==> src/rtl/fb_scanout_arbiter_if.sv <==
// SRAM and host-write bus bundle for the framebuffer scanout arbiter.
// The slave modport is the arbiter's view; master is the SRAM/host side.
interface fb_scanout_arbiter_if #(
  parameter int W_ADDR = 18
);
  logic [W_ADDR-1:0] mem_addr;
  logic              mem_ren;
  logic              mem_wen;
  logic [15:0]       mem_wdata;
  logic [15:0]       mem_rdata;
  logic [W_ADDR-1:0] host_addr;
  logic [15:0]       host_wdata;
  logic              host_valid;
  logic              host_ready;

  modport slave (
    output mem_addr, mem_ren, mem_wen, mem_wdata, host_ready,
    input  mem_rdata, host_addr, host_wdata, host_valid
  );

  modport master (
    input  mem_addr, mem_ren, mem_wen, mem_wdata, host_ready,
    output mem_rdata, host_addr, host_wdata, host_valid
  );
endinterface

==> src/rtl/fb_scanout_arbiter.sv <==
// Shares one single-port framebuffer SRAM between display scanout (a small
// pixel FIFO kept topped up by sequential reads) and a host write port.
module fb_scanout_arbiter #(
  parameter int H_PIX      = 320,
  parameter int V_PIX      = 480,
  parameter int W_ADDR     = 18,
  parameter int FIFO_DEPTH = 8
) (
  input  logic                clk_pix,
  input  logic                rst_n_pix,
  input  logic                en,
  fb_scanout_arbiter_if.slave bus,
  input  logic                rgb_rdy,
  output logic [7:0]          r,
  output logic [7:0]          g,
  output logic [7:0]          b,
  output logic                frame_start,
  output logic                underflow
);
  localparam int PW = $clog2(FIFO_DEPTH);
  localparam logic [W_ADDR-1:0] LAST_PIX = W_ADDR'(H_PIX * V_PIX - 1);
  localparam logic [PW+1:0]     HALF     = (PW+2)'(FIFO_DEPTH / 2);
  localparam logic [PW+1:0]     FULL     = (PW+2)'(FIFO_DEPTH);

  logic [15:0]       fifo_q [FIFO_DEPTH];
  logic [PW-1:0]     wp_q, wp_d, rp_q, rp_d;
  logic [PW:0]       cnt_q, cnt_d;
  logic [W_ADDR-1:0] rd_cnt_q, rd_cnt_d, pop_cnt_q, pop_cnt_d;
  logic              infl_q, infl_d, kill_q, kill_d;
  logic              resync_q, resync_d, uf_q, uf_d;

  logic [PW+1:0] credits;
  logic          empty, urgent, rd_gnt, wr_gnt;
  logic          pop, push, uf_evt, wrap, flush;
  logic [15:0]   head;
  logic          show;

  // An outstanding read already owns a FIFO slot, so it counts as a credit.
  assign credits = (PW+2)'(cnt_q) + (PW+2)'(infl_q);
  assign empty   = (cnt_q == '0);
  assign urgent  = en && (credits < HALF);

  assign pop    = en && rgb_rdy && !empty;
  assign uf_evt = en && rgb_rdy && empty;
  assign wrap   = en && rgb_rdy && (pop_cnt_q == LAST_PIX);
  assign flush  = !en || (resync_q && wrap);
  // A read returning in a flush cycle, or issued in one, is dropped.
  assign push   = infl_q && !kill_q && !flush;

  always_comb begin
    rd_gnt = 1'b0;
    wr_gnt = 1'b0;
    if (rst_n_pix) begin
      if (urgent)                          rd_gnt = 1'b1;
      else if (bus.host_valid)             wr_gnt = 1'b1;
      else if (en && (credits < FULL))     rd_gnt = 1'b1;
    end
  end

  assign bus.mem_ren    = rd_gnt;
  assign bus.mem_wen    = wr_gnt;
  assign bus.host_ready = wr_gnt;
  assign bus.mem_addr   = rd_gnt ? rd_cnt_q : (wr_gnt ? bus.host_addr : '0);
  assign bus.mem_wdata  = wr_gnt ? bus.host_wdata : '0;

  always_comb begin
    wp_d      = wp_q;
    rp_d      = rp_q;
    cnt_d     = cnt_q;
    rd_cnt_d  = rd_cnt_q;
    pop_cnt_d = pop_cnt_q;
    infl_d    = rd_gnt;
    kill_d    = rd_gnt && flush;
    resync_d  = resync_q;
    uf_d      = uf_q | uf_evt;

    if (flush) begin
      wp_d  = '0;
      rp_d  = '0;
      cnt_d = '0;
    end else begin
      if (push) wp_d = wp_q + PW'(1);
      if (pop)  rp_d = rp_q + PW'(1);
      cnt_d = cnt_q + (PW+1)'(push) - (PW+1)'(pop);
    end

    if (flush)       rd_cnt_d = '0;
    else if (rd_gnt) rd_cnt_d = (rd_cnt_q == LAST_PIX) ? '0 : rd_cnt_q + W_ADDR'(1);

    if (!en)         pop_cnt_d = '0;
    else if (rgb_rdy) pop_cnt_d = wrap ? '0 : pop_cnt_q + W_ADDR'(1);

    if (resync_q && wrap) resync_d = 1'b0;
    else if (uf_evt)      resync_d = 1'b1;
  end

  always_ff @(posedge clk_pix or negedge rst_n_pix) begin
    if (!rst_n_pix) begin
      wp_q      <= '0;
      rp_q      <= '0;
      cnt_q     <= '0;
      rd_cnt_q  <= '0;
      pop_cnt_q <= '0;
      infl_q    <= 1'b0;
      kill_q    <= 1'b0;
      resync_q  <= 1'b0;
      uf_q      <= 1'b0;
    end else begin
      wp_q      <= wp_d;
      rp_q      <= rp_d;
      cnt_q     <= cnt_d;
      rd_cnt_q  <= rd_cnt_d;
      pop_cnt_q <= pop_cnt_d;
      infl_q    <= infl_d;
      kill_q    <= kill_d;
      resync_q  <= resync_d;
      uf_q      <= uf_d;
    end
  end

  always_ff @(posedge clk_pix) begin
    if (push) fifo_q[wp_q] <= bus.mem_rdata;
  end

  // RGB565 -> RGB888 by replicating the top bits into the low bits.
  assign head        = fifo_q[rp_q];
  assign show        = en && !empty;
  assign r           = show ? {head[15:11], head[15:13]} : '0;
  assign g           = show ? {head[10:5],  head[10:9]}  : '0;
  assign b           = show ? {head[4:0],   head[4:2]}   : '0;
  assign frame_start = rst_n_pix && en && rgb_rdy && (pop_cnt_q == '0);
  assign underflow   = uf_q;
endmodule
==> src/flat_wrapper.sv <==
// flat-port wrapper written by rule: the top's interface ports become plain ports
module fb_scanout_arbiter_flat 
#(
  parameter int H_PIX      = 320,
  parameter int V_PIX      = 480,
  parameter int W_ADDR     = 18,
  parameter int FIFO_DEPTH = 8
)
  (clk_pix, rst_n_pix, en, rgb_rdy, r, g, b, frame_start, underflow, bus_mem_addr, bus_mem_ren, bus_mem_wen, bus_mem_wdata, bus_host_ready, bus_mem_rdata, bus_host_addr, bus_host_wdata, bus_host_valid);
  fb_scanout_arbiter_if #(.W_ADDR(W_ADDR)) bus_i ();
  input  logic clk_pix;
  input  logic rst_n_pix;
  input  logic en;
  input  logic rgb_rdy;
  output logic [7:0] r;
  output logic [7:0] g;
  output logic [7:0] b;
  output logic frame_start;
  output logic underflow;
  output wire logic [$bits(bus_i.mem_addr)-1:0] bus_mem_addr;
  output wire logic [$bits(bus_i.mem_ren)-1:0] bus_mem_ren;
  output wire logic [$bits(bus_i.mem_wen)-1:0] bus_mem_wen;
  output wire logic [$bits(bus_i.mem_wdata)-1:0] bus_mem_wdata;
  output wire logic [$bits(bus_i.host_ready)-1:0] bus_host_ready;
  input wire logic [$bits(bus_i.mem_rdata)-1:0] bus_mem_rdata;
  input wire logic [$bits(bus_i.host_addr)-1:0] bus_host_addr;
  input wire logic [$bits(bus_i.host_wdata)-1:0] bus_host_wdata;
  input wire logic [$bits(bus_i.host_valid)-1:0] bus_host_valid;
  assign bus_mem_addr = bus_i.mem_addr;
  assign bus_mem_ren = bus_i.mem_ren;
  assign bus_mem_wen = bus_i.mem_wen;
  assign bus_mem_wdata = bus_i.mem_wdata;
  assign bus_host_ready = bus_i.host_ready;
  assign bus_i.mem_rdata = bus_mem_rdata;
  assign bus_i.host_addr = bus_host_addr;
  assign bus_i.host_wdata = bus_host_wdata;
  assign bus_i.host_valid = bus_host_valid;
  fb_scanout_arbiter #(.H_PIX(H_PIX), .V_PIX(V_PIX), .W_ADDR(W_ADDR), .FIFO_DEPTH(FIFO_DEPTH)) u_core (.clk_pix(clk_pix), .rst_n_pix(rst_n_pix), .en(en), .bus(bus_i), .rgb_rdy(rgb_rdy), .r(r), .g(g), .b(b), .frame_start(frame_start), .underflow(underflow));
endmodule
==> config.mk <==
export PLATFORM = sky130hd
export DESIGN_NAME = fb_scanout_arbiter_flat
export DESIGN_NICKNAME = d
export VERILOG_FILES = /design/src/rtl/fb_scanout_arbiter_if.sv /design/src/rtl/fb_scanout_arbiter.sv /design/src/flat_wrapper.sv
export SDC_FILE = /design/constraint.sdc
export NUM_CORES = 1
export LEC_CHECK = 0
export CORE_MARGIN = 5
export CORE_UTILIZATION = 55
export CTS_BUF_LIST = sky130_fd_sc_hd__clkbuf_4 sky130_fd_sc_hd__clkbuf_8
export CTS_CLUSTER_SIZE = 8
export DETAILED_ROUTE_END_ITERATION = 8
export HOLD_SLACK_MARGIN = 0.06
export PLACE_DENSITY = 0.89
export SYNTH_ARGS = -nofsm -noshare
export SYNTH_HDL_FRONTEND = slang
export SYNTH_SLANG_ARGS = --single-unit
==> constraint.sdc <==
create_clock -name clk_pix -period 8.2 [get_ports clk_pix]
set_input_delay 1.64 -clock clk_pix [delete_from_list [all_inputs] [get_ports clk_pix]]
set_output_delay 1.64 -clock clk_pix [all_outputs]
set_load 0.05 [all_outputs]
; Yosys cells after proc, flatten, opt, wreduce, memory -nomap -nowiden
; Memory sizes are Yosys's and may differ from the RTL's.
; Cells that the tools add are included.
; W data, S select, Z words.
[word_totals]
mem_count = 1
in_bits = 55
mem_bits_rw = 128
reg_bits = 50
output_inout_bits = 63
[op_classes]
muxes = 28
eq_ne = 3
addsub = 7
bitwise_logic = 1
reduce_logical = 25
magnitude_cmp = 2
[mem_list]
columns = name, words, width, read_ports, rd_ports_with_merged_regs, wr, line_no
row1 = u_core.fifo_q, 8, 16, 1, 0, 1, fb_scanout_arbiter.sv:25  ; logic [15:0] fifo_q [FIFO_DEPTH];
[ops]
columns = operator, n
row1 = $mux W18, 8
row2 = $add A18 B1 Y18 const B, 2
row3 = $eq A18 B18 Y1 const B, 2
row4 = $mux W8, 3
row5 = $logic_not A18 Y1, 1
row6 = $mux W16, 1
row7 = $logic_and A1 B1 Y1, 14
row8 = $mux W3, 4
row9 = $mux W1, 11
row10 = $reduce_bool A2 Y1, 4
row11 = $add A3 B1 Y3 const B, 2
row12 = $add A4 B1 Y5, 1
row13 = $lt A5 B3 Y1 const B, 1
row14 = $lt A5 B4 Y1 const B, 1
row15 = $add A4 B1 Y4, 1
row16 = $logic_not A1 Y1, 4
row17 = $logic_not A4 Y1, 1
row18 = $mux W4, 1
row19 = $sub A4 B1 Y4, 1
row20 = $ne A2 B1 Y1 const B, 1
row21 = $logic_or A1 B1 Y1, 1
row22 = $or A1 B1 Y1, 1

; Logic depth before layout (Yosys ltp)
; Gate-level depths: netlist (run 1).
[logic_depth]
depth_word = 9
mapped_depth = 13
ltp_nobuf = 13

; Least setup slack after synthesis (run 1)
; OpenSTA, ideal clock, no wires.
[synth_timing]
path_type = input port to output port
start = input port en
end = output port bus_mem_addr[10]
path_slack_ps = 2932
required_ps = 6560
path_stages = 6
arrival_ps = 3628
n_path_buf = 2
path_cell_list = clkbuf_1 o211a_1 a31oi_1 clkbuf_1 nand2_1 o21ai_1
[synth_between]
elab_cells_between_ends = 10
cone_classes = 8 x mux / 2 x reduce/logical
[synth_rtl]
columns = item, line_no
row1 = "start, declared", flat_wrapper.sv:13  ; input logic en;
row2 = $logic_and A1 B1 Y1, fb_scanout_arbiter.sv:41  ; assign urgent = en && (credits < HALF);
row3 = $mux W1, fb_scanout_arbiter.sv:54  ; if (urgent) rd_gnt = 1'b1;
row4 = $mux W1, fb_scanout_arbiter.sv:53  ; if (rst_n_pix) begin
row5 = named net bus_host_ready, flat_wrapper.sv:24  ; output wire logic [$bits(bus_i.host_ready)-1:0] bus_host_ready;
row6 = $mux W18 (2 in a row), fb_scanout_arbiter.sv:63  ; assign bus.mem_addr = rd_gnt ? rd_cnt_q : (wr_gnt ? bus.host_addr : '0);
row7 = "end, declared", flat_wrapper.sv:20  ; output wire logic [$bits(bus_i.mem_addr)-1:0] bus_mem_addr;
; The timed path passes the listed nets, and every way through them passes these cells.

; Worst setup path in the final report (run 1)
[layout_timing]
start = input port en
end = output port bus_mem_addr[14]
[layout_between]
elab_chain_len = 6
elab_cells_between_ends = 10
cone_classes = 8 x mux / 2 x reduce/logical
[layout_lines]
columns = item, line_no
row1 = $logic_and A1 B1 Y1, fb_scanout_arbiter.sv:56  ; else if (en && (credits < FULL)) rd_gnt = 1'b1;
row2 = $mux W1, fb_scanout_arbiter.sv:56
row3 = $mux W1, fb_scanout_arbiter.sv:55  ; else if (bus.host_valid) wr_gnt = 1'b1;
row4 = $mux W1, fb_scanout_arbiter.sv:54
row5 = $mux W1, fb_scanout_arbiter.sv:53
row6 = $mux W18 (*), fb_scanout_arbiter.sv:63
; Every way passes the cells marked *; elsewhere a longest branch is shown, timed or not.

==> impl_metrics.toml, run 1 <==
[status]
status = "finished clean"

[timing]
setup_viol = 0
tightest_slew_ps = 1101
holdWs_ps = 468.6
finalHoldViolations = 0
rsz0062_at_grt = "no"
skew_ps = 13.11
max_slew_margin = 0.2657
min_period_ps = 6490
tns_ps = 0
fmax_ghz = 0.1541
period_share = 0.7915
slew_violations = 0

[synthesis]
syn_area_um2 = 8172
synth_edf_count = 128
syn_area_per_cell_um2 = 14.02
synthTopCellsByArea = "edfxtp_1, dfrtp_1, mux4_2"
postSynthRegisterBits = 178
syn_nets = 651
synth.distinct_cells = 60
yosys-top-cells-count = "edfxtp_1, dfrtp_1, nand2_1"
synth.most_common_cell = "edfxtp_1"
async_flop_share = 0.2809
synthFlopType = "edfxtp_1"
ys_seq_area_frac = 0.6235
synth_cells = 583
synth_top_cell_by_area = "edfxtp_1"
synthDominantCellAreaShare = 0.4704
ys.warnings.count = 0

[setup_path]
start_kind = "input port"
cp_max_fo = 28
worst-setup-path-type = "in -> out"
crit_required_ps = 6560
crit_chain = "clkdlybuf4s50_1 > o211a_1 > o2111ai_2 > inv_2 > a22o_1 > clkdlybuf4s50_1"
crit_path_end_kind = "output port"
critPathMaxStageDelay_ps = 810
r2r-end = "u_core.fifo_q[4][0]$_DFFE_PP_"
cp.arrival_ps = 4850
ff2ff_setup_slack_ps = 4810
crit_slowest_cell = "clkdlybuf4s50_1"
timing.rr.start = "u_core.pop_cnt_q[0]$_DFFE_PN0P_"
ff2ff_path_depth = 6
crit_top_cell = "clkdlybuf4s50_1"

[placed_design]
placedCellCount = 848
dp_hpwl_um = 11240
io_buffers = 117
place.gp.congestion = 0.8355

[die]
chipHeight_um = 131.9
ios = 118
start_util = 0.5622
rows = 44
die_x_um = 131.9
die-area_um2 = 17400
core_area_um2 = 14530

[cts]
cts.sinks = 178
cts_tree = "built"
insertion_delay_ps = 450
post-cts-setup-buffers = 0
cts_buffers = 17
htree_levels = 4
ctsHoldBuffers = 0
ctsResizeCount = 0
clk_pin_slew_ps = 80
cts_buffer_depth = 2
clockRootBuffer = "clkbuf_8"

[route]
drc = 0
dr.first_iter.drc_count = 427
routed_wl_um = 17280
routed_via_density = 6.059
dr_total_vias = 5332
wl_per_cell_um = 19.64
dr.pass1.iters = 5
postRouteAntennaNets = 0

[global_routing]
track_usage = 0.1996
grt_pass1_wl_um = 27610
antenna_found_initial = 0
grt-ovfl-total = 0
grt_pass1_vias = 5367
grt_max_degree = 39

[job]
cap_violations = 0

[layout]
fill_cells = 993
drive_gt1_frac = 0.1295
fin_cells = 880
syn_to_final_growth_pct = 20.38
final_nets = 751

[power]
irDropWorstVdd_v = 0.0001228
powerDensity_nw_per_um2 = 218.8
power.total_mw = 2.153
p_leak_nw = 3.347

[worst_hold_path]
worstHoldEndpoint = "u_core.underflow$_DFF_PN0_"
worstHoldStart = "u_core.underflow$_DFF_PN0_"
hold_depth = 1
worst_hold_path_type = "reg -> reg"
==> layout by cell type (no fill, tap or decap), types with 6 or more instances in the layout <==
cell type | synthesis | routed
inv_1 | 15 | 15
clkdlybuf4s50_1 | 0 | 116
xnor2_1 | 6 | 6
nand4_1 | 7 | 7
nand3_1 | 17 | 17
or3_1 | 7 | 7
o21ai_0 | 9 | 9
nand2_1 | 39 | 39
edfxtp_1 | 128 | 128
clkbuf_8 | 0 | 17
ha_1 | 12 | 12
a31oi_1 | 16 | 15
mux2i_1 | 16 | 16
nor2_1 | 32 | 31
o21ai_1 | 8 | 8
dfrtp_1 | 50 | 49
and2_1 | 20 | 20
mux4_2 | 32 | 32
a22o_1 | 18 | 18
nand2b_1 | 9 | 9
a21oi_1 | 27 | 27
==> worst max-delay path: cells and delay by family <==
family          cells  cell delay [ps]
buf+inv             3             2120
compound gates      3             1080
==> cells by family (layout without fill, tap and decap cells) <==
kind of cell,count (synthesis),count (layout),share of synthesized area
DFF,178,178,0.6235
xor gates and xnor gates,9,9,0.009647
and+or+nand+nor,179,179,0.1254
adders and majority gates,13,13,0.02082
AOI/OAI and AO/OA,98,98,0.07885
muxes,48,48,0.1078
other,0,1,0
buffers and inverters,58,170,0.03399
==> metrics by stage <==
step / setup WS [ps] / utilization / cell area [um^2]
2_1_floorplan: 2932 / - / 8172
3_3_place_gp: 1948 / 0.6500 / 9447
3_5_place_dp: 1788 / 0.6500 / 9447
4_1_cts: 1780 / 0.6767 / 9834
5_1_grt: 1594 / 0.6767 / 9834
6_report: 1710 / 0.6768 / 9837
==> where the power goes <==
| group | internal [mW] | switching [mW] | leakage (nW) |
|---|---|---|---|
| clock network | 0.282 | 0.302 | 0.197 |
| logic | 0.212 | 0.339 | 1.32 |
| registers | 0.989 | 0.0283 | 1.83 |
| total | 1.48 | 0.670 | 3.35 |
==> sequential cells by signal (all words and copies together), names as in the netlist <==
signal and cells:
u_core.rd_cnt_q 18, u_core.rp_q 3, u_core.pop_cnt_q 18, u_core.fifo_q 128, u_core.resync_q 1, u_core.kill_q 1
u_core.infl_q 1, u_core.cnt_q 4, u_core.underflow 1, u_core.wp_q 3
==> layer usage <==
| layer | vias up | GRT usage | share of wire | wire length, um |
|---|---|---|---|---|
| met4 | 0 | 0.04686 | 0.012 | 205 |
| li1 | 2430 | - | - | - |
| met1 | 2636 | 0.2524 | 0.39 | 6706 |
| met5 | - | 0 | 0 | 0 |
| met3 | 29 | 0.05344 | 0.074 | 1279 |
| met2 | 237 | 0.3459 | 0.53 | 9092 |
==> how the worst max path moves through the flow <==
stage | depth (start not counted) | end | from | slack (ps)
3_5_place_dp | 6 | bus_mem_addr[14] | en | 1790
4_1_cts | 6 | bus_mem_addr[6] | en | 1780
3_3_place_gp | 6 | bus_mem_addr[8] | en | 1950
2_1_floorplan | 6 | bus_mem_addr[10] | en | 2930
6_report | 6 | bus_mem_addr[14] | en | 1710
5_1_grt | 6 | bus_mem_addr[14] | en | 1590
==> layout make-up <==
class | count | area (um^2) | share of cell area
Tap cell | 184 | 230.2 | 0.02340
Antenna cell | 1 | 2.502 | 0.0002544
Timing Repair Buffer | 122 | 1204 | 0.1224
Clock inverter | 11 | 131.4 | 0.01336
Sequential cell | 178 | 5096 | 0.5181
Multi-Input combinational cell | 347 | 2853 | 0.2900
Clock buffer | 20 | 256.5 | 0.02607
Inverter | 17 | 63.81 | 0.006487
No activity file was read; power rests on OpenSTA's default activity.
==> run 2, diff against run 1 <==
clock period = 6.5 ns   (was 8.2 ns; I/O delays follow)
==> run 2 against run 1 <==
Compared with the run above:
- clock power up 23%
- critical path depth unchanged
- largest power group unchanged
- utilization about the same
- flip-flop and latch count unchanged
- largest cell class unchanged
- clock skew down 2.1 ps
==> impl_metrics.toml, run 2 (synthesized netlist as in run 1, its figures left out) <==
[route]
routed_wl_um = 17160
wl_met2_um = 9225
wl_per_cell_um = 19.45
wl_met1_um = 6590
wl_met3_um = 1116
drc = 0
dr.pass1.iters = 5
postRouteAntennaNets = 0
dr.first_iter.drc_count = 378
dr_total_vias = 5314
routed.top_layer = "met4"
routed_via_density = 6.025

[timing]
skew_ps = 11.05
setup_viol = 0
finalHoldViolations = 0
setup_slack_ps = 1173
tightest_slew_ps = 1111
rsz0062_at_grt = "no"
period_share = 0.8196
slew_violations = 0
max_slew_margin = 0.2596
min_period_ps = 5327
tns_ps = 0
fmax_ghz = 0.1877

[setup_path]
cp_max_fo = 22
crit_required_ps = 5200
ff2ff_path_depth = 6
r2r-end = "u_core.fifo_q[4][4]$_DFFE_PP_"
crit_path_end_kind = "output port"
timing.rr.start = "u_core.pop_cnt_q[0]$_DFFE_PN0P_"
ff2ff_setup_slack_ps = 3070
start_kind = "input port"
worst-setup-path-type = "in -> out"
cp.arrival_ps = 4030

[power]
clkPwrFrac = 0.267
switching_share = 0.3109
power_frac_comb = 0.257
seqPwrFrac = 0.476
p_leak_nw = 3.347
powerDensity_nw_per_um2 = 274.2
p_int_mw = 1.860
p_sw_uw = 838.9
irDropWorstVdd_v = 0.0001434

[die]
chipHeight_um = 131.9
core_area_um2 = 14530
die-area_um2 = 17400
start_util = 0.5622
rows = 44
die_x_um = 131.9
ios = 118

[layout]
syn_to_final_growth_pct = 20.46
fill_cells = 974
stdcell_area_um2 = 9843
layout_commonest_cell = "edfxtp_1"
final_cell_mix = "edfxtp_1, clkdlybuf4s50_1, dfrtp_1"
drive_gt1_frac = 0.1318
register_area_um2 = 5096
diodes = 0
fin_cells = 882
multi_input_area_um2 = 2853
largest_reg_flops = 128
final_nets = 753
regMostFlops = "u_core.fifo_q"
top_regs = "u_core.fifo_q x128, u_core.pop_cnt_q x18, u_core.rd_cnt_q x18"

[worst_hold_path]
worstHoldStart = "u_core.underflow$_DFF_PN0_"
worst_hold_path_type = "reg -> reg"
worstHoldEndpoint = "u_core.underflow$_DFF_PN0_"
hold_depth = 1

[cts]
ctsResizeCount = 0
clk_pin_slew_ps = 80
cts_buffers = 17
cts_tree = "built"
htree_levels = 4
post-cts-setup-buffers = 0
cts_buffer_depth = 2
insertion_delay_ps = 450
ctsHoldBuffers = 0
clockRootBuffer = "clkbuf_8"
cts.sinks = 178

[placed_design]
io_buffers = 117
dp_slack_ps = 1172
dp_hpwl_um = 11460
placed_cell_area_um2 = 9462
place.gp.congestion = 0.8600
placedCellCount = 850

[job]
cap_violations = 0

[status]
status = "finished clean"

[global_routing]
track_usage = 0.2007
antenna_found_initial = 0
grt_pass1_vias = 5341
grt_pass1_wl_um = 27690
grt-ovfl-total = 0
grt_max_degree = 30
run 2: layout make-up:
class,instances,area share
repair buffers,124,0.1238
multi-input cells,347,0.2898
clock inverters,14,0.01424
well taps,184,0.02339
inverters,17,0.006483
flip-flops and latches,178,0.5177
clock buffers,18,0.02453
run 2: power groups by stage:
stage	Clock, mW	Sequential, mW	Combinational, mW
floorplan	0	1.29	0.505
global placement	0	1.30	0.678
detailed placement	0	1.31	0.697
CTS	0.734	1.28	0.703
global route	0.791	1.29	0.746
finish	0.721	1.28	0.694
run 2: how the worst max path moves through the flow:
stage | start | end | slack (ps)
floorplan | en | bus_mem_addr[10] | 1910
global placement | en | bus_mem_addr[10] | 1280
detailed placement | en | bus_mem_addr[6] | 1170
CTS | en | bus_mem_addr[8] | 1150
global route | en | bus_mem_addr[10] | 920
finish | en | bus_mem_addr[8] | 1170
run 2: critical path, cell delays in order:
cell and delay (ps):
clkdlybuf4s50_1 560, o211a_1 240, a31oi_2 590, buf_4 340
a22o_1 180, clkdlybuf4s50_1 810
run 2: metrics by stage:
stage	hold WS, ps	utilization	power, mW
6_report	477.0	0.6773	2.699
4_1_cts	481.5	0.6773	2.721
5_1_grt	485.8	0.6773	2.827
3_3_place_gp	460.0	0.6510	1.983
2_1_floorplan	457.5	-	1.797
3_5_place_dp	457.3	0.6510	2.007
run 2: layer usage:
layer  vias to the layer above  global-route usage
li1                       2441                   -
met1                      2641              0.2458
met2                       209              0.3512
met3                        23             0.05649
met4                         0             0.05314
met5                         -                   0
